`src/rtl/tdc_meas_ctrl.sv`:
```
// tdc_meas_ctrl
// -------------
// Measurement sequencer for a TDC delay line. It fires one start pulse into
// the line, snapshots the tap vector one clock later, passes the snapshot
// through a second register to settle metastability, then turns the
// thermometer code into a ones count with overflow and bubble flags. The
// result goes out over a valid/ready handshake. Before the next start is
// accepted, the line is given DRAIN_CYCLES idle cycles to clear.
//
// Parameters
//   N            number of delay-line taps
//   CW           count width, clog2(N)+1, so that N itself can be represented
//   DRAIN_CYCLES idle cycles after a handshake before IDLE (at least 1)
//
// Ports
//   clk            system clock
//   rst            synchronous active-high reset
//   start_i        measurement request, looked at only in IDLE
//   busy_o         high in every state except IDLE
//   pulse_o        registered launch pulse into the delay line
//   dl_i           delay-line taps (tap 0 nearest the input), asynchronous
//   meas_valid_o   result valid
//   meas_ready_i   result consumer ready
//   meas_count_o   number of ones in the captured code
//   meas_ovf_o     last tap was set, so the pulse ran off the end of the line
//   meas_bubble_o  captured code is not a clean thermometer code

module tdc_meas_ctrl #(
  parameter int N            = 64,
  parameter int CW           = 7,
  parameter int DRAIN_CYCLES = 4
) (
  input  logic          clk,
  input  logic          rst,
  input  logic          start_i,
  output logic          busy_o,
  output logic          pulse_o,
  input  logic [N-1:0]  dl_i,
  output logic          meas_valid_o,
  input  logic          meas_ready_i,
  output logic [CW-1:0] meas_count_o,
  output logic          meas_ovf_o,
  output logic          meas_bubble_o
);

  // The counter needs at least one bit, even when DRAIN_CYCLES is 1.
  localparam int DCW = (DRAIN_CYCLES > 1) ? $clog2(DRAIN_CYCLES) : 1;
  localparam logic [DCW-1:0] DRAIN_LOAD = DCW'(DRAIN_CYCLES - 1);
  localparam logic [N-1:0]   ONE_N      = N'(1);

  typedef enum logic [2:0] {
    IDLE,
    LAUNCH,
    CAPTURE,
    SYNC,
    VALID,
    DRAIN
  } state_t;

  state_t         state;
  logic [N-1:0]   cap1;
  logic [N-1:0]   cap2;
  logic [DCW-1:0] drain_cnt;
  logic [CW-1:0]  pop_count;
  logic           is_thermo;

  // Popcount and the thermometer check both work from the second
  // synchroniser stage. A clean code has the form 2^k-1. For that form,
  // adding one clears every set bit, so x & (x+1) is zero only for clean
  // codes. All-ones wraps to zero in N bits and also comes out clean.
  always_comb begin
    pop_count = '0;
    for (int i = 0; i < N; i++) begin
      pop_count = pop_count + CW'(cap2[i]);
    end
    is_thermo = ((cap2 & (cap2 + ONE_N)) == '0);
  end

  // Sequencer. Every output is a register. cap1 samples the asynchronous
  // taps exactly one clock after the pulse goes high, so the measured window
  // is one clk period. cap2 is the metastability stage.
  always_ff @(posedge clk) begin
    if (rst) begin
      state         <= IDLE;
      cap1          <= '0;
      cap2          <= '0;
      drain_cnt     <= '0;
      busy_o        <= 1'b0;
      pulse_o       <= 1'b0;
      meas_valid_o  <= 1'b0;
      meas_count_o  <= '0;
      meas_ovf_o    <= 1'b0;
      meas_bubble_o <= 1'b0;
    end else begin
      unique case (state)
        IDLE: begin
          if (start_i) begin
            pulse_o <= 1'b1;
            busy_o  <= 1'b1;
            state   <= LAUNCH;
          end
        end
        LAUNCH: begin
          cap1    <= dl_i;
          pulse_o <= 1'b0;
          state   <= CAPTURE;
        end
        CAPTURE: begin
          cap2  <= cap1;
          state <= SYNC;
        end
        SYNC: begin
          meas_count_o  <= pop_count;
          meas_ovf_o    <= cap2[N-1];
          meas_bubble_o <= ~is_thermo;
          meas_valid_o  <= 1'b1;
          state         <= VALID;
        end
        VALID: begin
          if (meas_ready_i) begin
            meas_valid_o <= 1'b0;
            drain_cnt    <= DRAIN_LOAD;
            state        <= DRAIN;
          end
        end
        DRAIN: begin
          // This branch does not look at start_i, so a request made on the
          // exit edge is taken one edge later, from IDLE.
          if (drain_cnt == '0) begin
            busy_o <= 1'b0;
            state  <= IDLE;
          end else begin
            drain_cnt <= drain_cnt - 1'b1;
          end
        end
        default: begin
          state <= IDLE;
        end
      endcase
    end
  end

endmodule

```
`config.mk`:
```
export PLATFORM = sky130hd
export DESIGN_NAME = tdc_meas_ctrl
export DESIGN_NICKNAME = d
export VERILOG_FILES = /design/src/rtl/tdc_meas_ctrl.sv
export SDC_FILE = /design/constraint.sdc
export NUM_CORES = 1
export LEC_CHECK = 0
export CORE_UTILIZATION = 30
export DETAILED_ROUTE_END_ITERATION = 6
export GPL_TIMING_DRIVEN = 0
export SYNTH_ARGS = -nofsm -noshare
export SYNTH_HDL_FRONTEND = slang
export SYNTH_SLANG_ARGS = --single-unit
```
`constraint.sdc`:
```
create_clock -name clk -period 7.4 [get_ports clk]
set_input_delay 1.48 -clock clk [delete_from_list [all_inputs] [get_ports clk]]
set_output_delay 1.48 -clock clk [all_outputs]
set_load 0.05 [all_outputs]
```
==> results of run 1 <==
layout make-up:
cell class | instances | share of cell area
repair buffers | 79 | 0.0841
multi-input cells | 670 | 0.443
well taps | 330 | 0.0438
clock buffers | 25 | 0.0516
plain buffers | 46 | 0.0189
flip-flops and latches | 145 | 0.308
inverters | 105 | 0.0419
clock inverters | 6 | 0.00850
cells in the final DEF, fill, tap and decap left out, types with 4 or more instances in the layout:
master           instances
nand2_1                292
a21oi_1                148
dfxtp_1                145
inv_1                  104
clkdlybuf4s50_1         78
fa_1                    54
clkbuf_1                44
nand3_1                 22
nor2_1                  21
nand4_1                 21
ha_1                    18
clkbuf_16               17
o21ai_0                 15
o31ai_1                  9
nor3_1                   6
xnor2_1                  5
buf_1                    5
nor3_2                   4
a211oi_1                 4
a31oi_1                  4
o41ai_1                  4
clkinv_2                 4
per-layer routing:
layer	track usage	wire length, µm	part of all wire	vias up
met1	0.230	10000	0.49	3112
li1	-	-	-	3361
met2	0.260	9220	0.45	149
met3	0.0326	860	0.042	31
met5	0	0	0	-
met4	0.0562	426	0.021	0
power by group through the flow:
stage / logic, mW / registers (mW) / clock network (mW)
after floorplan: 0.173 / 0.864 / 0
after global placement: 0.288 / 0.862 / 0
after detailed placement: 0.291 / 0.863 / 0
after CTS: 0.294 / 0.846 / 0.847
after global routing: 0.332 / 0.851 / 0.881
final: 0.289 / 0.846 / 0.836
flip-flops by register name, indices dropped and copies added, names as in the netlist:
register       flops
meas_count_o       7
cap2              64
pulse_o            1
meas_bubble_o      1
busy_o             1
meas_valid_o       1
cap1              64
meas_ovf_o         1
state              3
drain_cnt          2
per-stage QoR:
step           instance area [µm²]  hold WS, ns   util  worst slack [ns]
2_1_floorplan                 7640        0.432      -              1.47
3_3_place_gp                  8830        0.442  0.352              1.04
4_1_cts                       9420        0.452  0.375             0.962
6_report                      9420        0.449  0.375              1.02
5_1_grt                       9420        0.465  0.375             0.665
3_5_place_dp                  8850        0.445  0.353              1.10
worst max-delay path, cell delays in order (launching register included):
cell,delay [ns]
dfxtp_1,0.45
inv_1,0.10
fa_1,0.55
inv_1,0.06
fa_1,0.42
fa_1,0.54
inv_1,0.05
fa_1,0.53
inv_1,0.05
fa_1,0.52
fa_1,0.45
fa_1,0.54
inv_1,0.06
fa_1,0.53
inv_1,0.07
ha_1,0.30
a21o_1,0.16
a21oi_1,0.22
o21bai_1,0.09
a21oi_1,0.20
xnor2_1,0.16
nand2_1,0.09
a21oi_1,0.16
final timing paths:
check	startpoint	to	slack [ns]	cells after the start
min reg2reg	cap1[30]	cap2[30]	0.45	2
max reg2reg	cap2[35]	meas_count_o[5]	1.02	22
min	cap1[30]	cap2[30]	0.45	2
max	cap2[35]	meas_count_o[5]	1.02	22
cells by family after synthesis:
| logic type | after synthesis |
|---|---|
| multiplexers | 1 |
| AND/OR/NAND/NOR | 386 |
| buffers and inverters | 151 |
| AO/OA/AOI/OAI | 206 |
| adder cells (fa/ha/maj) | 72 |
| XOR/XNOR | 5 |
| flip-flops | 145 |
==> results by stage, run 1 <==
Clocking:
- Counting every sink on the clock net gives ~150.
- The CTS H-tree depth is 4.
- TritonCTS created 17 clock buffers.
- At the later pin of the worst-skew pair, clock insertion delay measures about 0.42 ns.
- Post-CTS timing repair inserted 0 buffers for setup.
- The clock-pin slew on the worst setup and hold paths is 0.06 ns.
- The count of hold-fix buffers inserted at cts is 0.
- Counting along the longest clock path gives a buffer depth of 2.
- In this run the clock root is driven by a clkbuf_16.
- The post-cts sizing count is 0.
- The CTS tree is yes.

STA:
- The highest clock frequency the design can meet is 157 MHz.
- The max-slew violation total from the final report is 0.
- In the finished design, the share of the clock period the worst path needs comes to 0.862.
- Setup violations remaining at the end of the flow were counted as 0.
- At the pin with the least slew margin, the transition time is just over 0.9 ns.
- The clock skew after layout is between 0.008 and 0.009 ns.
- The relative slew slack is 0.386.
- The total count of hold-check failures in the final report is 0.
- The setup TNS is 0 ns.
- Setup repair after global routing left no endpoint under its margin.
- The worst path in the final design needs a cycle of ~6.4 ns, including I/O delays and setup.

Global route:
- The remaining global-route overflow is 0.
- Entering global routing, the biggest net connects 17 pins.
- The first global-routing pass estimated about 34000 µm of wire.
- The number of antenna violations at the first check in global routing is 0.
- The total global-route track usage is 0.167.
- The via count of the first global-routing pass is approximately 6600.

Power:
- The switching share of total power is 0.264.
- The internal power of the cells totals 1.45 mW.
- Across the VDD grid, the largest voltage drop is between 0.1 and 0.15 mV.
- Summing internal, switching and leakage power gives approximately 2.0 mW.
- The clock network power share is 0.424.
- The power dissipated by switching net loads is around 520 µW.
- The share of power burned in registers is 0.429.
- The combinational fraction of design power is 0.147.
- In this run the power density over the cells is ~210 nW/µm².
- The leakage power figure is 3.39 nW.

Logic synthesis:
- Of the total synthesized cell area, the portion taken by AND, OR, NAND and NOR gates is 0.215.
- The largest family of logic cells by synthesized area is simple AND/OR/NAND/NOR gates.
- The proportion of register bits with asynchronous set or reset after synthesis is 0.
- The total nets after synthesis is between 1000 and 1500.
- By area the synthesized netlist is led by dfxtp_1 (38%), nand2_1 (14%), fa_1 (14%), a21oi_1 (9.7%), inv_1 (5.1%).
- The synthesized area per cell is 7.91 µm².
- The synthesized-area fraction occupied by ao, oa, aoi and oai cells came to 0.152.
- The library cell occupying the most area in the post-synthesis netlist is dfxtp_1.
- The top cell type's share of synthesized area is 0.380.
- The count of flip-flops with a built-in enable after synthesis is 0.
- Synthesis instantiated approximately 50 different standard cells from the library.
- Of the total synthesized cell area, the portion taken by full adders, half adders and majority gates is 0.171.
- The register bit count reported by yosys is 145.
- Of the total synthesized cell area, the portion taken by XOR and XNOR cells is 0.00573.
- Sorting the synthesized cells by how often they occur yields nand2_1 (292), a21oi_1 (148), dfxtp_1 (145), inv_1 (104), fa_1 (54).
- The mapped netlist covers approximately 7600 µm².
- The predominant post-synthesis flop cell is dfxtp_1.
- The most used standard cell by instance count after synthesis is nand2_1.
- The post-synthesis mux area share is 0.00131.
- The number of cells produced by synthesis is about 970.
- Of the synthesized area, sequential elements account for 0.380.
- The number of warnings printed during yosys synthesis is 0.

Outcome:
- The final reports fail on DRC.
- The run finished, with violations left.

Cells and area:
- The growth of design area from synthesis to finish is 23.2%.
- The sequential cell area is roughly 2900 µm².
- The number of nets in the layout is between 1000 and 1500.
- 0 antenna diodes ended up in the layout.
- In the final layout, the multi-input gates occupy 4170 µm².
- The fill cell instance count of the final layout is between 2000 and 3000.
- The non-filler instance count after layout is ~1400.
- In the final layout, the share of cells above drive strength 1 is 0.0353.

Floorplan:
- The area enclosed by the die boundary is ~26000 µm².
- The total number of placement rows is between 50 and 60.
- The die height is 162 µm.
- The floorplan core area is approximately 25000 µm².
- For this configuration, the core starts out at a cell density of 0.304.
- 80 I/O pins were placed.
- The die outline width is around 160 µm.

Detailed routing:
- The number of antenna-violating nets in the routed design is 0.
- Using the TritonRoute via totals, the vias-per-cell ratio works out to around 4.7.
- In this run, the number of DRC markers left after iteration 0 of detailed routing was just over 400.
- Before antenna repair, the detailed router went through 7 iterations.
- After detailed routing, the average wire length per cell comes to roughly 15 µm.
- After detailed routing, the number of remaining DRC violations is 1.
- The final routed wirelength across all metal layers is slightly above 20000 µm.
- Detailed routing inserted a total of 6653 vias.

Critical path:
- The classification of the worst setup path is reg -> reg.
- STA classifies the critical path startpoint as a flop.
- The data required time of the critical path is roughly 7.8 ns.
- Data on the critical path arrives at its endpoint at between 6 and 7 ns.
- The highest fanout seen on the critical path is 6.
- The worst setup path is captured at a flop.

Place:
- The quantity of I/O buffers inserted on ports is ~80.
- The number of instances in the placed design is roughly 1400.
- The congestion estimate from routability-driven global placement came to around 0.9.
- Once detailed placement completed, the half-perimeter wirelength came to 16100 µm.

Flow run:
- The max-capacitance violation count is 0.

Min path:
- The worst min-delay path category is reg -> reg.
(Power assumes the default switching activity.)
==> inputs of run 2 (changes only) <==
Clock period 7.4 ns to 8 ns, I/O delays scaled along.
==> results of run 2 <==
The final DEF is identical to that of run 1. Status: complete, but fails checks: DRC.
Main changes from that run: setup slack after placement 1.10 ns -> 1.70 ns; setup slack after layout 1.02 ns -> 1.62 ns; register-to-register setup slack 1.02 ns -> 1.62 ns; total power 1.97 mW -> 1.82 mW; worst IR drop on VDD 0.121 mV -> 0.112 mV
